### src/rtl/neur_result_packer.sv
// Requantizes signed accumulator results (round half up, shift, saturate) to 16/8/4/2-bit lanes
// and packs them MSB-first into 32-bit words, emitted when full or on flush.
module neur_result_packer #(
  parameter int ACC_W   = 32,
  parameter int SHIFT_W = 5
) (
  input  logic               clk_i,
  input  logic               rst_i,
  input  logic               in_valid_i,
  output logic               in_ready_o,
  input  logic [ACC_W-1:0]   in_acc_i,
  input  logic [1:0]         mode_i,
  input  logic [SHIFT_W-1:0] shift_i,
  input  logic               unsigned_i,
  input  logic               flush_i,
  output logic               out_valid_o,
  input  logic               out_ready_i,
  output logic [31:0]        out_word_o,
  output logic [4:0]         out_count_o,
  output logic [1:0]         dbg_state_o
);

  // Handshakes: a transfer happens on a rising clk edge where valid and ready are both high.
  // Producers hold payload stable while valid is high and ready is low; ready never waits on valid.

  typedef enum logic [1:0] {
    IDLE = 2'd0,
    FILL = 2'd1,
    HOLD = 2'd2
  } state_e;

  localparam logic signed [ACC_W:0] ONE    = {{ACC_W{1'b0}}, 1'b1};
  localparam logic [SHIFT_W-1:0]    SH_ONE = SHIFT_W'(1);

  state_e             state_q, state_d;
  logic [4:0]         count_q, count_d;
  logic [31:0]        buf_q, buf_d;
  logic [1:0]         mode_q;
  logic               uns_q;
  logic [SHIFT_W-1:0] shift_q;
  logic [31:0]        word_d;
  logic [4:0]         cnt_d;

  logic               first, accept, flush_acc, emit;
  logic [1:0]         eff_mode;
  logic               eff_uns;
  logic [SHIFT_W-1:0] eff_shift;
  logic [4:0]         n_eff, lanes, fill_cnt;
  logic [31:0]        fill_buf, lane_word;
  logic [15:0]        lmask, lane_bits;
  logic [5:0]         pos;

  logic signed [ACC_W:0] ext, rnd, rsum, rq, half, smax, smin, sat;

  assign out_valid_o = (state_q == HOLD);
  assign in_ready_o  = ~out_valid_o | out_ready_i;
  assign dbg_state_o = state_q;

  assign accept    = in_valid_i & in_ready_o;
  assign flush_acc = flush_i & in_ready_o;

  // Word parameters come from the inputs on the first lane and from the latched copy afterwards.
  assign first     = (count_q == 5'd0);
  assign eff_mode  = first ? mode_i     : mode_q;
  assign eff_uns   = first ? unsigned_i : uns_q;
  assign eff_shift = first ? shift_i    : shift_q;

  always_comb begin
    n_eff = 5'd8;
    lanes = 5'd4;
    case (eff_mode)
      2'b00: begin n_eff = 5'd8;  lanes = 5'd4;  end
      2'b01: begin n_eff = 5'd4;  lanes = 5'd8;  end
      2'b10: begin n_eff = 5'd2;  lanes = 5'd16; end
      default: begin n_eff = 5'd16; lanes = 5'd2; end
    endcase
  end

  // One extra bit of headroom keeps the rounding add from overflowing.
  always_comb begin
    ext = {in_acc_i[ACC_W-1], in_acc_i};
    rnd = '0;
    if (eff_shift != '0) rnd = ONE <<< (eff_shift - SH_ONE);
    rsum = ext + rnd;
    rq   = rsum >>> eff_shift;
    half = ONE <<< (n_eff - 5'd1);
    if (eff_uns) begin
      smin = '0;
      smax = (half <<< 1) - ONE;
    end else begin
      smin = -half;
      smax = half - ONE;
    end
    if (rq > smax)      sat = smax;
    else if (rq < smin) sat = smin;
    else                sat = rq;
    lmask     = 16'((17'd1 << n_eff) - 17'd1);
    lane_bits = sat[15:0] & lmask;
    pos       = 6'd32 - ((6'(count_q) + 6'd1) * 6'(n_eff));
    lane_word = {16'd0, lane_bits} << pos;
  end

  always_comb begin
    fill_cnt = accept ? count_q + 5'd1 : count_q;
    fill_buf = accept ? (buf_q | lane_word) : buf_q;
    emit     = (accept && (fill_cnt == lanes)) || (flush_acc && (fill_cnt != 5'd0));
    count_d  = emit ? 5'd0  : fill_cnt;
    buf_d    = emit ? 32'd0 : fill_buf;
    word_d   = emit ? fill_buf : out_word_o;
    cnt_d    = emit ? fill_cnt : out_count_o;

    state_d = state_q;
    if (emit)                               state_d = HOLD;
    else if (state_q == HOLD && !out_ready_i) state_d = HOLD;
    else if (fill_cnt != 5'd0)              state_d = FILL;
    else                                    state_d = IDLE;
  end

  always_ff @(posedge clk_i or posedge rst_i) begin
    if (rst_i) begin
      state_q     <= IDLE;
      count_q     <= 5'd0;
      buf_q       <= 32'd0;
      out_word_o  <= 32'd0;
      out_count_o <= 5'd0;
      mode_q      <= 2'b00;
      uns_q       <= 1'b0;
      shift_q     <= '0;
    end else begin
      state_q     <= state_d;
      count_q     <= count_d;
      buf_q       <= buf_d;
      out_word_o  <= word_d;
      out_count_o <= cnt_d;
      if (accept && first) begin
        mode_q  <= mode_i;
        uns_q   <= unsigned_i;
        shift_q <= shift_i;
      end
    end
  end

endmodule
### config.mk
export PLATFORM = sky130hd
export DESIGN_NAME = neur_result_packer
export DESIGN_NICKNAME = d
export VERILOG_FILES = /design/src/rtl/neur_result_packer.sv
export SDC_FILE = /design/constraint.sdc
export NUM_CORES = 1
export LEC_CHECK = 0
export BUFFER_PORTS_ARGS = -buffer_cell sky130_fd_sc_hd__clkbuf_2
export CAP_MARGIN = 20
export CORE_MARGIN = 1.5
export CORE_UTILIZATION = 50
export CTS_BUF_LIST = sky130_fd_sc_hd__clkbuf_8
export DETAILED_ROUTE_END_ITERATION = 6
export GPL_TIMING_DRIVEN = 0
export PLACE_DENSITY = 0.73
export SLEW_MARGIN = 20
export SYNTH_ARGS = -nofsm -noshare
export SYNTH_HDL_FRONTEND = slang
export SYNTH_SLANG_ARGS = --single-unit
### constraint.sdc
create_clock -name clk_i -period 12.1 [get_ports clk_i]
set_input_delay 2.42 -clock clk_i [delete_from_list [all_inputs] [get_ports clk_i]]
set_output_delay 2.42 -clock clk_i [all_outputs]
set_load 0.005 [all_outputs]
# Word-level counts from Yosys, hierarchy flattened
# Index checks and enable logic that the tools add are counted.
word_totals:
  register_bits: 84
  output_inout_bits: 41
  word_cells: 63
op_classes:
  add_sub_neg: 10
  multipliers: 1
  n_lt_le_gt_ge: 2
  eq_ne: 4
  shift: 5
  mux: 17
  bitwise_logic: 6
  reduce_logical: 10
ops:
  columns: ["cell", "n"]
  rows:
  - ["33-bit two-way mux", 3]
  - ["2-bit by 5-bit <<< shifter with 33-bit output (first input constant)", 2]
  - ["33-bit by 2-bit subtractor with 33-bit output (second input constant)", 2]
  - ["32-bit two-way mux", 2]
  - ["32-bit by 33-bit adder with 33-bit output", 1]
  - ["33-bit > comparator", 1]
  - ["33-bit less-than comparator", 1]
  - ["33-bit negation", 1]
  - ["33-bit by 5-bit >>> shifter with 33-bit output", 1]
  - ["16-bit two-way mux", 2]
  - ["32-bit bitwise OR", 1]
  - ["16-bit by 6-bit left shift with 32-bit output", 1]
  - ["5-bit case mux with 3 select lines", 2]
  - ["16-bit AND", 1]
  - ["1-bit by 5-bit left shift with 16-bit output (first input constant)", 1]
  - ["16-bit by 1-bit subtractor with 16-bit output (second input constant)", 1]
  - ["5-bit two-way mux", 3]
  - ["5-bit nonzero test", 2]
  - ["5-bit by 1-bit subtractor with 5-bit output (second input constant)", 2]
  - ["5-bit by 1-bit adder with 6-bit output (second input constant)", 1]
  - ["6-bit by 5-bit multiplier with 6-bit output", 1]
  - ["2-bit two-way mux", 3]
  - ["6-bit subtractor (first input constant)", 1]
  - ["5-bit by 1-bit adder with 5-bit output (second input constant)", 1]
  - ["other kinds (12)", 18]

# Longest topological paths before layout
logic_depth:
  depth_word: 16
  mapped_depth: 42
  ltp_nobuf: 37

# Least setup slack after synthesis
# Ideal clock, no wire load.
synth_timing:
  kind: "input to register"
  start: "in shift_i[2]"
  end: "reg out_word_o[9]"
  setup_time_ps: 125
  arrival_time_ps: 9791
  path_slack_ps: 2184
  stages: 31
  path_buffers: 2
  cell_sequence: "mux2_2 -> nor2_1 -> nand2_1 -> nor2_1 -> ha_1 -> inv_1 -> fa_1 -> nand2b_1 -> a21oi_2 -> o21ai_1 -> and2_1 -> clkbuf_1 -> a211oi_2 -> nor3_1 -> or4_1 -> or4_1 -> a21oi_1 -> a21boi_0 -> ha_1 -> o211ai_1 -> a21oi_1 -> o311ai_0 -> a311oi_1 -> o41ai_1 -> clkbuf_1 -> o31a_1 -> a31oi_1 -> nor4_1 -> nor3_1 -> a221o_1 -> mux2_2"
synth_between:
  elab_chain_len: 13
  word_cells_on_any_way: 15
  cone_classes: "add/sub (2); order compare (2); shift (3); mux (5); bitwise (2); reduce/logical (1)"
synth_lines:
  columns: ["element", "line_no", "source"]
  rows:
  - ["start, declared", "13", "input logic [SHIFT_W-1:0] shift_i,"]
  - ["5-bit two-way mux (*)", "66", "assign eff_shift = first ? shift_i : shift_q;"]
  - ["5-bit by 1-bit subtractor with 5-bit output", "83", "if (eff_shift != '0) rnd = ONE <<< (eff_shift - SH_ONE);"]
  - ["2-bit by 5-bit <<< shifter with 33-bit output", "83", null]
  - ["33-bit two-way mux", "83", null]
  - ["32-bit by 33-bit adder with 33-bit output", "84", "rsum = ext + rnd;"]
  - ["33-bit by 5-bit >>> shifter with 33-bit output (*)", "85", "rq = rsum >>> eff_shift;"]
  - ["33-bit less-than comparator", "95", "else if (rq < smin) sat = smin;"]
  - ["16-bit two-way mux", "95", null]
  - ["16-bit two-way mux (*)", "94", "if (rq > smax) sat = smax;"]
  - ["16-bit AND (*)", "98", "lane_bits = sat[15:0] & lmask;"]
  - ["16-bit by 6-bit left shift with 32-bit output (*)", "100", "lane_word = {16'd0, lane_bits} << pos;"]
  - ["32-bit bitwise OR (*)", "105", "fill_buf = accept ? (buf_q | lane_word) : buf_q;"]
  - ["32-bit two-way mux (*)", "105", null]
  - ["end signal, assigned", "133", "out_word_o <= word_d;"]
  - ["end, declared", "18", "output logic [31:0] out_word_o,"]
# Every way passes the cells marked *; elsewhere a longest branch is shown, timed or not.
# A chain may end at the register's enable or synchronous reset.

# Worst setup path after layout
layout_timing:
  start: "in shift_i[1]"
  end: "reg out_word_o[23]"
# The elaborated chain is that of the path after synthesis.

==> impl_results.rst <==
.. list-table::
   :header-rows: 1

   * - Metric
     - Value
   * - Die outline area
     - 25,400 um2
   * - DPL Wire Length
     - 41,100 um
   * - Most used flip-flop cell after synthesis
     - sky130_fd_sc_hd__dfrtp_1
   * - Final Max Tran Viols
     - 0
   * - Netlist Area Pre-Place
     - 12,200 um2
   * - Final weighted congestion in routability-driven placement
     - 1.03
   * - Total congestion overflow after global routing
     - 0
   * - Average via count per standard cell
     - 6.89
   * - Total setup violations reported at the end of the flow
     - 0
   * - Fin area
     - 13,300 um2
   * - Clock skew
     - 0.0239 ns
   * - Critical Path Fanout Max
     - 10
   * - Boundary pin count
     - 86
   * - Metal2 WL
     - 22,900 um
   * - Number of clock buffers inserted by TritonCTS
     - 9
   * - Worst-Margin Slew
     - 1.12 ns
   * - Synth-to-layout area growth
     - 9.35%
   * - Highest routing layer actually used
     - met4
   * - Setup repair after global routing missed its margin
     - false
   * - Type of the worst setup path
     - primary input to flip-flop
   * - Die W
     - 159 um
   * - Share of synthesized area occupied by flip-flops and latches
     - 0.172
   * - Fin nets
     - 1,951
   * - Share of post-route cells with drive strength above 1
     - 0.123
   * - Met3 WL post-DR
     - 4230 um
   * - Result of the run
     - finished with violations
   * - GRT Overall Usage
     - 0.392
   * - Row count
     - 56
   * - Global-route wire length before repair
     - 78,700 um
   * - Post-synth EDFFs
     - 0
   * - Slew headroom
     - 0.252
   * - Number of global-route vias before repair
     - 13,600
   * - Post-Syn Instances
     - 1,692
   * - H-tree depth reported by CTS
     - 3
   * - Number of different library cells in the post-synthesis netlist
     - 99
   * - Post-route antenna net violation count
     - 0
   * - Total wirelength of the detailed-routed design
     - 51,000 um
   * - Buffers from clock root to sink, at most
     - 2
   * - Achievable clock frequency
     - 85.3 MHz
   * - Cell type of the slowest stage on the worst timing path
     - sky130_fd_sc_hd__clkbuf_1
   * - Average cell area after synthesis
     - 7.22 um2
   * - Cell area after placement
     - 13,100 um2
   * - Total number of vias
     - 14,600
   * - Violated checks
     - design-rule violations
   * - Fraction of synthesis flops using an asynchronous set or reset pin
     - 1.00
   * - Setup crit end kind
     - flip-flop
   * - Met1 Wirelength
     - 21,100 um
   * - Net count after synthesis
     - 1,854
   * - Number of sinks on the clock net
     - 84
   * - Pre-antenna DRT Iters
     - 7
   * - Initial DRC Count
     - 1,793
   * - Crit path arrival time
     - 11.95 ns
   * - Cell chosen for the clock root
     - sky130_fd_sc_hd__clkbuf_8
   * - Maximum single-stage delay on the critical path
     - 0.54 ns
   * - CP Launch Type
     - primary input
   * - Synthesized flop and latch total
     - 84
   * - Hold Path Cell Cnt
     - 2
   * - Count of port buffers added during placement
     - 85
   * - Pin count of the biggest net entering global routing
     - 58
   * - Routed wire length per instance
     - 24.1 um
   * - Remaining design rule violation count
     - 2
   * - Worst reg-to-reg path cell count
     - 39
   * - Clk slew on worst S/H paths
     - 0.10 ns
   * - YS warnings
     - 0
   * - Worst-Skew Late Latency
     - 0.38 ns
   * - Required time of the critical path
     - 12.33 ns
   * - Number of diodes added for antenna fixing
     - 0
   * - CTS tree
     - built
   * - Fin crit share
     - 0.968
   * - Number of max-cap violations
     - 0
   * - Number of antenna violations at the first check in global routing
     - 0
   * - Type of the tightest min-delay check
     - flip-flop to flip-flop
   * - Final critical-path required period
     - 11.72 ns
   * - Number of endpoints with negative hold slack in the final report
     - 0
   * - Starting Density
     - 0.515
   * - Height of the die
     - 159 um
   * - Floorplan Core Area
     - 23,700 um2
-- cells in the final DEF (no fill, tap or decap), types with 51 or more instances in the layout --
master and count:
sky130_fd_sc_hd__a21oi_1 151, sky130_fd_sc_hd__clkbuf_1 61, sky130_fd_sc_hd__clkbuf_2 88, sky130_fd_sc_hd__dfrtp_1 84, sky130_fd_sc_hd__ha_1 112, sky130_fd_sc_hd__inv_1 51
sky130_fd_sc_hd__nand2_1 187, sky130_fd_sc_hd__nand3_1 56, sky130_fd_sc_hd__nor2_1 206, sky130_fd_sc_hd__nor3_1 57, sky130_fd_sc_hd__o21ai_0 84
-- cell families (layout without fill, tap and decap cells) --
kind of cell             after synthesis  in the layout  synth area share
AO/OA/AOI/OAI                        593            593             0.331
XOR/XNOR                              33             33            0.0237
adder cells (fa/ha/maj)              117            117             0.123
buffers and inverters                156            258            0.0531
flip-flops                            84             84             0.172
multiplexers                          45             45            0.0404
other                                  2              2          0.000615
AND/OR/NAND/NOR                      662            662             0.256
-- stage by stage --
step / util / instances / setup slack (ns) / TNS (ns) / hold slack, ns
final: 0.564 / 2113 / 0.382 / 0 / 0.487
after global routing: 0.564 / 2113 / 0.00410 / 0 / 0.515
after CTS: 0.561 / 2114 / 0.159 / 0 / 0.488
after detailed placement: 0.552 / 2098 / -0.863 / -28.27 / 0.466
after global placement: 0.550 / 2096 / -1.70 / -62.55 / 0.462
after floorplan: - / 1692 / 2.18 / 0 / 0.448
-- cells in the mapped netlist, types with 10 or more instances --
cell type                     n  area (um2)
sky130_fd_sc_hd__nor2_1     207         777
sky130_fd_sc_hd__nand2_1    187         702
sky130_fd_sc_hd__a21oi_1    152         761
sky130_fd_sc_hd__ha_1       112        1400
sky130_fd_sc_hd__o21ai_0     86         430
sky130_fd_sc_hd__dfrtp_1     84        2100
sky130_fd_sc_hd__clkbuf_1    64         240
sky130_fd_sc_hd__nor3_1      57         285
sky130_fd_sc_hd__nand3_1     56         280
sky130_fd_sc_hd__inv_1       51         191
sky130_fd_sc_hd__nand4_1     37         231
sky130_fd_sc_hd__a31oi_1     35         219
sky130_fd_sc_hd__o211ai_1    34         255
sky130_fd_sc_hd__a211oi_1    27         203
sky130_fd_sc_hd__buf_2       26         130
sky130_fd_sc_hd__a21o_1      25         188
sky130_fd_sc_hd__and2_1      24         150
sky130_fd_sc_hd__mux2i_1     24         240
sky130_fd_sc_hd__o22ai_1     22         138
sky130_fd_sc_hd__mux2_2      18         203
sky130_fd_sc_hd__xnor2_1     17         149
sky130_fd_sc_hd__o21a_1      16         120
sky130_fd_sc_hd__o31ai_1     16         120
sky130_fd_sc_hd__xor2_1      16         140
sky130_fd_sc_hd__nand2b_1    14        87.6
sky130_fd_sc_hd__a311oi_1    13         114
sky130_fd_sc_hd__nor2b_1     13        81.3
sky130_fd_sc_hd__nor4_1      13        81.3
sky130_fd_sc_hd__o21ai_1     13        65.1
sky130_fd_sc_hd__a22oi_1     11        82.6
sky130_fd_sc_hd__o2111ai_1   10        87.6
sky130_fd_sc_hd__o221ai_1    10        87.6
sky130_fd_sc_hd__or3_1       10        62.6
-- path summary, 6_finish.rpt --
kind                       slack, ns             end       start
max in group asynchronous       9.49  out_count_o[0]       rst_i
max                             0.38  out_word_o[23]  shift_i[1]
max reg2reg                     0.69  out_word_o[26]  count_q[0]
min reg2reg                     0.49       buf_q[21]   buf_q[21]
min                             0.49       buf_q[21]   buf_q[21]
min in group asynchronous       2.00  out_word_o[10]       rst_i
-- critical path, delay by kind of cell --
family,cells,cell delay (ns)
buffers and inverters,6,1.97
AO/OA/AOI/OAI,12,3.63
adder cells (fa/ha/maj),2,0.90
AND/OR/NAND/NOR,10,2.84
multiplexers,1,0.20
-- layer usage --
metal	vias up	track usage
met1	6965	0.515
li1	6588	-
met3	203	0.0597
met4	0	0.186
met2	809	0.633
met5	-	0
-- final cells by class --
type,instances,area [um2]
timing repair buffer,87,458
fill,2413,10300
tap,319,399
sequential,84,2100
buffer,102,450
multi-input combinational,1452,9540
clock buffer,9,124
clock inverter,7,75.1
inverter,53,201
-- flip-flops by register name (all words and copies together), names as in the netlist --
name	cells
shift_q	5
out_count_o	5
uns_q	1
buf_q	32
mode_q	2
out_word_o	32
count_q	5
dbg_state_o	2
-- repair_timing --
action | in CTS | in global routing
hold endpoints to repair | 0 | 0
gates resized for setup | 6 | 16
setup buffers | 0 | 0
hold buffers | 0 | 0
setup endpoints to repair | 47 | 60
gates cloned | 0 | 0
pin swaps | 0 | 0
Power is left out: the tool's default activity adds up to more than one toggle a clock period on the data nets, which glitch-free logic cannot reach.
